File: config.mk
export PLATFORM = sky130hd
export DESIGN_NAME = traffic_phase_ctrl
export DESIGN_NICKNAME = d
export VERILOG_FILES = /design/src/rtl/traffic_phase_ctrl.sv
export SDC_FILE = /design/constraint.sdc
export NUM_CORES = 1
export LEC_CHECK = 0
export ABC_AREA = 1
export BUFFER_PORTS_ARGS = -buffer_cell sky130_fd_sc_hd__buf_2
export CAP_MARGIN = 15
export CORE_ASPECT_RATIO = 0.8
export CORE_UTILIZATION = 30
export CTS_BUF_LIST = sky130_fd_sc_hd__clkbuf_2 sky130_fd_sc_hd__clkbuf_4 sky130_fd_sc_hd__clkbuf_8
export CTS_CLUSTER_DIAMETER = 60
export DETAILED_ROUTE_END_ITERATION = 6
export GPL_TIMING_DRIVEN = 0
export SYNTH_ARGS = -nofsm -noshare
export SYNTH_HDL_FRONTEND = slang
export SYNTH_SLANG_ARGS = --single-unit
File: constraint.sdc
create_clock -name CLOCK_50 -period 2 [get_ports CLOCK_50]
set_input_delay 0.2 -clock CLOCK_50 [delete_from_list [all_inputs] [get_ports CLOCK_50]]
set_output_delay 0.2 -clock CLOCK_50 [all_outputs]
set_load 0.1 [all_outputs]
File: src/rtl/traffic_phase_ctrl.sv
// rtl/traffic_phase_ctrl.sv - N-approach actuated intersection phase controller
module traffic_phase_ctrl #(
  parameter int N_APPR    = 4,
  parameter int HOME      = 0,
  parameter int TICK_DIV  = 50000000,
  parameter int CNT_W     = 8,
  parameter int GREEN_MIN = 10,
  parameter int GREEN_MAX = 30,
  parameter int YELLOW_T  = 5,
  parameter int ALLRED_T  = 2
) (
  input  logic                CLOCK_50,
  input  logic                reset,
  input  logic [N_APPR-1:0]   req,
  output logic [2*N_APPR-1:0] light,
  output logic [2:0]          cur_appr,
  output logic [CNT_W-1:0]    remain,
  output logic [1:0]          state_o,
  output logic                phase_start
);

  typedef enum logic [1:0] {
    ST_GREEN  = 2'b00,
    ST_YELLOW = 2'b01,
    ST_ALLRED = 2'b10
  } state_t;

  localparam int PW = (TICK_DIV > 1) ? $clog2(TICK_DIV) : 1;
  localparam logic [PW-1:0]    PRESC_LAST = PW'(TICK_DIV - 1);
  localparam logic [CNT_W-1:0] G_MIN      = CNT_W'(GREEN_MIN);
  localparam logic [CNT_W-1:0] G_MAX      = CNT_W'(GREEN_MAX);
  localparam logic [CNT_W-1:0] Y_T        = CNT_W'(YELLOW_T);
  localparam logic [CNT_W-1:0] AR_T       = CNT_W'(ALLRED_T);
  localparam logic [CNT_W-1:0] ONE        = CNT_W'(1);

  state_t            state_q, state_d;
  logic [2:0]        cur_q, cur_d;
  logic [2:0]        nxt_q, nxt_d;
  logic [CNT_W-1:0]  elapsed_q, elapsed_d;
  logic [CNT_W-1:0]  timer_q, timer_d;
  logic [N_APPR-1:0] pend_q, pend_d;
  logic [PW-1:0]     presc_q, presc_d;
  logic              phase_start_q, phase_start_d;

  logic              tick;
  logic [CNT_W-1:0]  elapsed_inc;
  logic [N_APPR-1:0] cur_mask, home_mask, nxt_mask, dem;
  logic              req_cur;
  logic [2:0]        pick;

  // Free-running prescaler; tick is the single cycle at the top of its count
  always_comb begin
    tick    = (presc_q == PRESC_LAST);
    presc_d = tick ? '0 : presc_q + PW'(1);
  end

  // Demand vector with the home approach always requesting, and round-robin pick after cur
  always_comb begin
    cur_mask  = '0;
    home_mask = '0;
    nxt_mask  = '0;
    req_cur   = 1'b0;
    for (int i = 0; i < N_APPR; i++) begin
      cur_mask[i]  = (cur_q == 3'(i));
      nxt_mask[i]  = (nxt_q == 3'(i));
      home_mask[i] = (i == HOME);
      if (cur_q == 3'(i)) req_cur = req[i];
    end
    dem  = (pend_q | req | home_mask) & ~cur_mask;
    pick = cur_q;
    for (int k = N_APPR; k >= 1; k--) begin
      if (dem[(int'(cur_q) + k) % N_APPR]) pick = 3'((int'(cur_q) + k) % N_APPR);
    end
  end

  assign elapsed_inc = elapsed_q + ONE;

  // Phase sequencing: GREEN with gap-out/max-out, then timed YELLOW and ALLRED
  always_comb begin
    state_d       = state_q;
    cur_d         = cur_q;
    nxt_d         = nxt_q;
    elapsed_d     = elapsed_q;
    timer_d       = timer_q;
    pend_d        = pend_q | req;
    phase_start_d = 1'b0;
    case (state_q)
      ST_GREEN: begin
        if (tick) begin
          if ((dem != '0) &&
              (((elapsed_inc >= G_MIN) && !req_cur) || (elapsed_inc >= G_MAX))) begin
            state_d = ST_YELLOW;
            timer_d = Y_T;
            nxt_d   = pick;
          end else begin
            elapsed_d = (elapsed_inc >= G_MAX) ? G_MAX : elapsed_inc;
          end
        end
      end
      ST_YELLOW: begin
        if (tick) begin
          if (timer_q == ONE) begin
            state_d = ST_ALLRED;
            timer_d = AR_T;
          end else begin
            timer_d = timer_q - ONE;
          end
        end
      end
      ST_ALLRED: begin
        if (tick) begin
          if (timer_q == ONE) begin
            state_d       = ST_GREEN;
            cur_d         = nxt_q;
            elapsed_d     = '0;
            phase_start_d = 1'b1;
            pend_d        = (pend_q & ~nxt_mask) | req;
          end else begin
            timer_d = timer_q - ONE;
          end
        end
      end
      default: begin
        state_d = ST_GREEN;
      end
    endcase
  end

  // State and timer registers
  always_ff @(posedge CLOCK_50 or negedge reset) begin
    if (!reset) begin
      state_q       <= ST_GREEN;
      cur_q         <= 3'(HOME);
      nxt_q         <= 3'(HOME);
      elapsed_q     <= '0;
      timer_q       <= '0;
      pend_q        <= '0;
      presc_q       <= '0;
      phase_start_q <= 1'b0;
    end else begin
      state_q       <= state_d;
      cur_q         <= cur_d;
      nxt_q         <= nxt_d;
      elapsed_q     <= elapsed_d;
      timer_q       <= timer_d;
      pend_q        <= pend_d;
      presc_q       <= presc_d;
      phase_start_q <= phase_start_d;
    end
  end

  // Lamp codes: only the current approach may show G or Y, everything else red
  always_comb begin
    light = '0;
    for (int i = 0; i < N_APPR; i++) begin
      if ((cur_q == 3'(i)) && (state_q == ST_GREEN))       light[2*i +: 2] = 2'b00;
      else if ((cur_q == 3'(i)) && (state_q == ST_YELLOW)) light[2*i +: 2] = 2'b01;
      else                                                 light[2*i +: 2] = 2'b10;
    end
  end

  assign remain      = (state_q == ST_GREEN) ? (G_MAX - elapsed_q) : timer_q;
  assign state_o     = state_q;
  assign cur_appr    = cur_q;
  assign phase_start = phase_start_q;

endmodule

==> tab_implementation.tex <==
\begin{tabular}{lr}
\hline
Metric & Value \\
\hline
\multicolumn{2}{l}{\textbf{Timing}} \\
\quad Final number of max-transition violations & 0 \\
\quad Post-route fraction of the period consumed by the critical path & 99.63\% \\
\quad Least-Margin Pin Slew & 725.6 ps \\
\quad Unrepaired setup endpoints after global routing & yes \\
\quad Min Clock Period, post-route & 1993 ps \\
\quad Post-Route Hold Slack & 212.8 ps \\
\quad Maximum operating frequency & 0.5019 GHz \\
\quad Tightest slew margin relative to the limit & 51.18\% \\
\quad Number of endpoints failing setup at the final stage & 0 \\
\quad Final hold violation count & 0 \\
\quad Final setup skew & 17.49 ps \\
\multicolumn{2}{l}{\textbf{Clock network}} \\
\quad H-tree depth & 2 \\
\quad Number of buffers between clock root and the deepest sink & 2 \\
\quad Clock latency of the later-clocked register in the worst-skew pair & 330 ps \\
\quad CTS tree & built \\
\quad Clock transition time at the flip-flop clock pins of the worst setup and hold paths & 120 ps \\
\quad Number of buffers added by the clock tree synthesis step & 5 \\
\quad Number of clock sinks seen by CTS & 54 \\
\quad Clk Tree Root Cell & sky130\_fd\_sc\_hd\_\_clkbuf\_8 \\
\multicolumn{2}{l}{\textbf{Routing}} \\
\quad Vias & 3362 \\
\quad DRT Pass-1 Iters & 5 \\
\quad Post-Route WL & 9020 um \\
\quad Detail Route Antenna Nets & 0 \\
\quad Routed length per placed instance & 12.83 um \\
\quad Iteration-0 DRC Markers & 179 \\
\quad Detailed-route vias per instance & 4.782 \\
\quad Post-detailed-route DRC marker count & 0 \\
\multicolumn{2}{l}{\textbf{Global routing}} \\
\quad Largest net degree at the start of global routing & 39 \\
\quad Initial antenna violation count & 0 \\
\quad Leftover overflow at the end of global routing & 0 \\
\quad Vias in the first global route & 3109 \\
\quad Global-route usage over all layers & 14.68\% \\
\quad Global-route wire length before repair & 14910 um \\
\multicolumn{2}{l}{\textbf{Critical path}} \\
\quad Category of the worst setup path capture point & output pin \\
\quad Kind of start point of the critical path & register \\
\quad Launch instance of the worst register-to-register path & cur\_appr[1]\$\_DFFE\_PN0P\_ \\
\quad Largest stage delay on the critical path & 510 ps \\
\quad Cell family contributing the most delay on the critical path & flip-flops \\
\quad Reg2Reg Depth & 13 \\
\quad CP cell instances & ha\_4, nand2\_4, nor2\_2, nor2\_1, xor2\_1, o21ai\_2, buf\_12 \\
\quad R2r setup slk & 50 ps \\
\quad Cell at the slowest stage of the critical path & sky130\_fd\_sc\_hd\_\_dfrtp\_2 \\
\quad Kind of critical path & register to output pin \\
\quad Peak fanout along the critical path & 6 \\
\quad Data arrival, critical path & 1790 ps \\
\quad End of the worst register-to-register path & timer\_q[1]\$\_DFFE\_PN0P\_ \\
\quad WP buf/inv & 1 \\
\quad Data required time of the critical path & 1800 ps \\
\multicolumn{2}{l}{\textbf{Synth}} \\
\quad Post-synth cell types & 42 \\
\quad Async set-or-reset flop fraction in the synthesized netlist & 100.0\% \\
\quad Share of the yosys chip area belonging to registers & 37.60\% \\
\quad Mean cell area of the mapped netlist & 7.409 sq um \\
\quad Most used flip-flop cell after synthesis & sky130\_fd\_sc\_hd\_\_dfrtp\_1 \\
\quad Synth warnings & 0 \\
\quad Synthesized instance count & 485 \\
\quad Number of enable flip-flop cells after synthesis & 0 \\
\quad Total nets after synthesis & 504 \\
\quad Total of flip-flops plus latches after synthesis & 54 \\
\quad Combined area of all synthesized cells & 3593 sq um \\
\multicolumn{2}{l}{\textbf{Placed design}} \\
\quad Placed wire-length estimate after detailed placement & 6342 um \\
\quad Port Buf Inserts & 27 \\
\quad Routability congestion estimate & 0.7884 \\
\quad Number of instances in the placed design & 661 \\
\quad Placed standard-cell area & 4084 sq um \\
\multicolumn{2}{l}{\textbf{Finish}} \\
\quad Area added between synthesis and finish & 35.38\% \\
\quad Leading cell types in the layout, fill and taps excluded & 102 x sky130\_fd\_sc\_hd\_\_nand2\_1, 63 x sky130\_fd\_sc\_hd\_\_inv\_1, 41 x sky130\_fd\_sc\_hd\_\_dfrtp\_1 \\
\quad Total number of nets in the final design & 573 \\
\quad Most common cell after layout, fill and taps aside & sky130\_fd\_sc\_hd\_\_nand2\_1 \\
\quad Fraction of layout instances using a drive strength above 1 & 35.68\% \\
\quad Number of antenna repair diodes & 0 \\
\quad Total non-filler cell area in the finished layout & 4865 sq um \\
\quad Final core area utilization & 41.92\% \\
\quad Final instance count without filler cells & 703 \\
\multicolumn{2}{l}{\textbf{Min path}} \\
\quad Worst min-delay path endpoint & pend\_q[3]\$\_DFF\_PN0\_ \\
\quad HP Start & req[3] \\
\quad Hold path cells & 3 \\
\quad Path class of the lowest-slack min-delay path & input pin to register \\
\multicolumn{2}{l}{\textbf{Power}} \\
\quad Worst voltage drop across the vdd grid & 0.0002400 V \\
\quad Power per cell area & 393.2 nW/um\^{}2 \\
\quad Leakage power figure & 2.271 nW \\
\quad Total Power & 1.913 mW \\
\multicolumn{2}{l}{\textbf{Die}} \\
\quad Height of the die & 99.89 um \\
\quad Core ar. & 11600 sq um \\
\quad Number of rows in the core area & 35 \\
\quad Full die area & 12420 sq um \\
\quad Top Ports & 28 \\
\quad Die width & 124.4 um \\
\quad Effective utilization at floorplan & 30.96\% \\
\multicolumn{2}{l}{\textbf{Status}} \\
\quad Status & completed \\
\multicolumn{2}{l}{\textbf{Run}} \\
\quad MaxCap Viol Count & 0 \\
\hline
\end{tabular}
tightest hold or removal path: stages:
cell                      delay (ps)
sky130_fd_sc_hd__buf_2           120
sky130_fd_sc_hd__nor3_1           60
sky130_fd_sc_hd__a21oi_1         130
per-layer routing:
metal | share of wire, % | wire (um) | up-vias | track usage (%)
met3 | 3.4 | 309 | 11 | 2.932
met4 | 1.0 | 94 | 0 | 3.800
met1 | 51 | 4644 | 1601 | 20.94
li1 | - | - | 1696 | -
met2 | 44 | 3972 | 54 | 22.69
met5 | 0 | 0 | - | 0
cell families after synthesis:
family	share of synthesized area (%)
AOI/OAI and AO/OA	11.42
xor gates and xnor gates	2.681
adders and majority gates	4.527
buffers and inverters	9.192
DFF	37.60
and+or+nand+nor	34.58
registers in the layout (all words and copies together) (netlist names):
signal	cells
cur_appr	3
elapsed_q	8
nxt_q	3
pend_q	3
phase_start	1
presc_q	26
state_o	2
timer_q	8
layout make-up:
class	instances	area, sq um
repair buffers	64	581.8
clock inverters	3	45.04
fillers	1141	6740
well taps	148	185.2
multi-input cells	346	2235
flip-flops and latches	54	1378
inverters	81	326.6
plain buffers	2	45.04
clock buffers	5	68.82
report_power, final:
part                  switching [mW]  internal [mW]  leakage (nW)  total (mW)
clock network                  0.409          0.373        0.0504       0.783
logic                         0.0287         0.0105          1.55      0.0392
registers      0.0000000000000000321           1.09         0.666        1.09
total                          0.438           1.47          2.27        1.91
worst max path at each step:
stage,depth (start not counted),endpoint,from,slack [ps]
6_report,7,remain[6],elapsed_q[0]$_DFFE_PN0P_,7
2_1_floorplan,6,remain[4],state_o[1]$_DFFE_PN0P_,-280
4_1_cts,6,remain[7],elapsed_q[2]$_DFFE_PN0P_,-0.7
3_5_place_dp,7,timer_q[4]$_DFFE_PN0P_,state_o[0]$_DFFE_PN0P_,-170
3_3_place_gp,7,timer_q[4]$_DFFE_PN0P_,state_o[0]$_DFFE_PN0P_,-140
5_1_grt,7,remain[6],elapsed_q[0]$_DFFE_PN0P_,-90
metrics by stage:
step / TNS (ps) / setup WS, ps
after floorplan: -1427 / -284.7
after global placement: -1499 / -144.2
after detailed placement: -2298 / -174.4
after CTS: -0.6833 / -0.6833
after global routing: -548.2 / -86.57
final: 0 / 7.391
what timing repair did:
item / in CTS / in global routing
gates cloned: 0 / 1
setup endpoints to repair: 45 / 45
hold endpoints to repair: 16 / 0
buffers inserted: 8 / 26
resized for setup: 54 / 60
pin swaps: 1 / 17
hold buffers: 1 / 0
synth_stat cells, types with 3 or more instances:
master	count	share of area (%)
sky130_fd_sc_hd__a211oi_1	3	0.63
sky130_fd_sc_hd__a21oi_1	15	2.1
sky130_fd_sc_hd__dfrtp_1	54	38
sky130_fd_sc_hd__ha_1	13	4.5
sky130_fd_sc_hd__inv_1	77	8.0
sky130_fd_sc_hd__inv_2	3	0.31
sky130_fd_sc_hd__nand2_1	116	12
sky130_fd_sc_hd__nand2_2	11	1.9
sky130_fd_sc_hd__nand3_1	25	3.5
sky130_fd_sc_hd__nand3_2	3	0.84
sky130_fd_sc_hd__nand4_1	11	1.9
sky130_fd_sc_hd__nor2_1	48	5.0
sky130_fd_sc_hd__nor2_2	7	1.2
sky130_fd_sc_hd__nor2_4	3	0.94
sky130_fd_sc_hd__nor3_1	13	1.8
sky130_fd_sc_hd__nor4_1	4	0.70
sky130_fd_sc_hd__o211ai_1	4	0.84
sky130_fd_sc_hd__o21ai_0	30	4.2
sky130_fd_sc_hd__o21ai_2	5	1.2
sky130_fd_sc_hd__o21bai_1	3	0.63
sky130_fd_sc_hd__xor2_1	10	2.4
(Power assumes the default switching activity.)
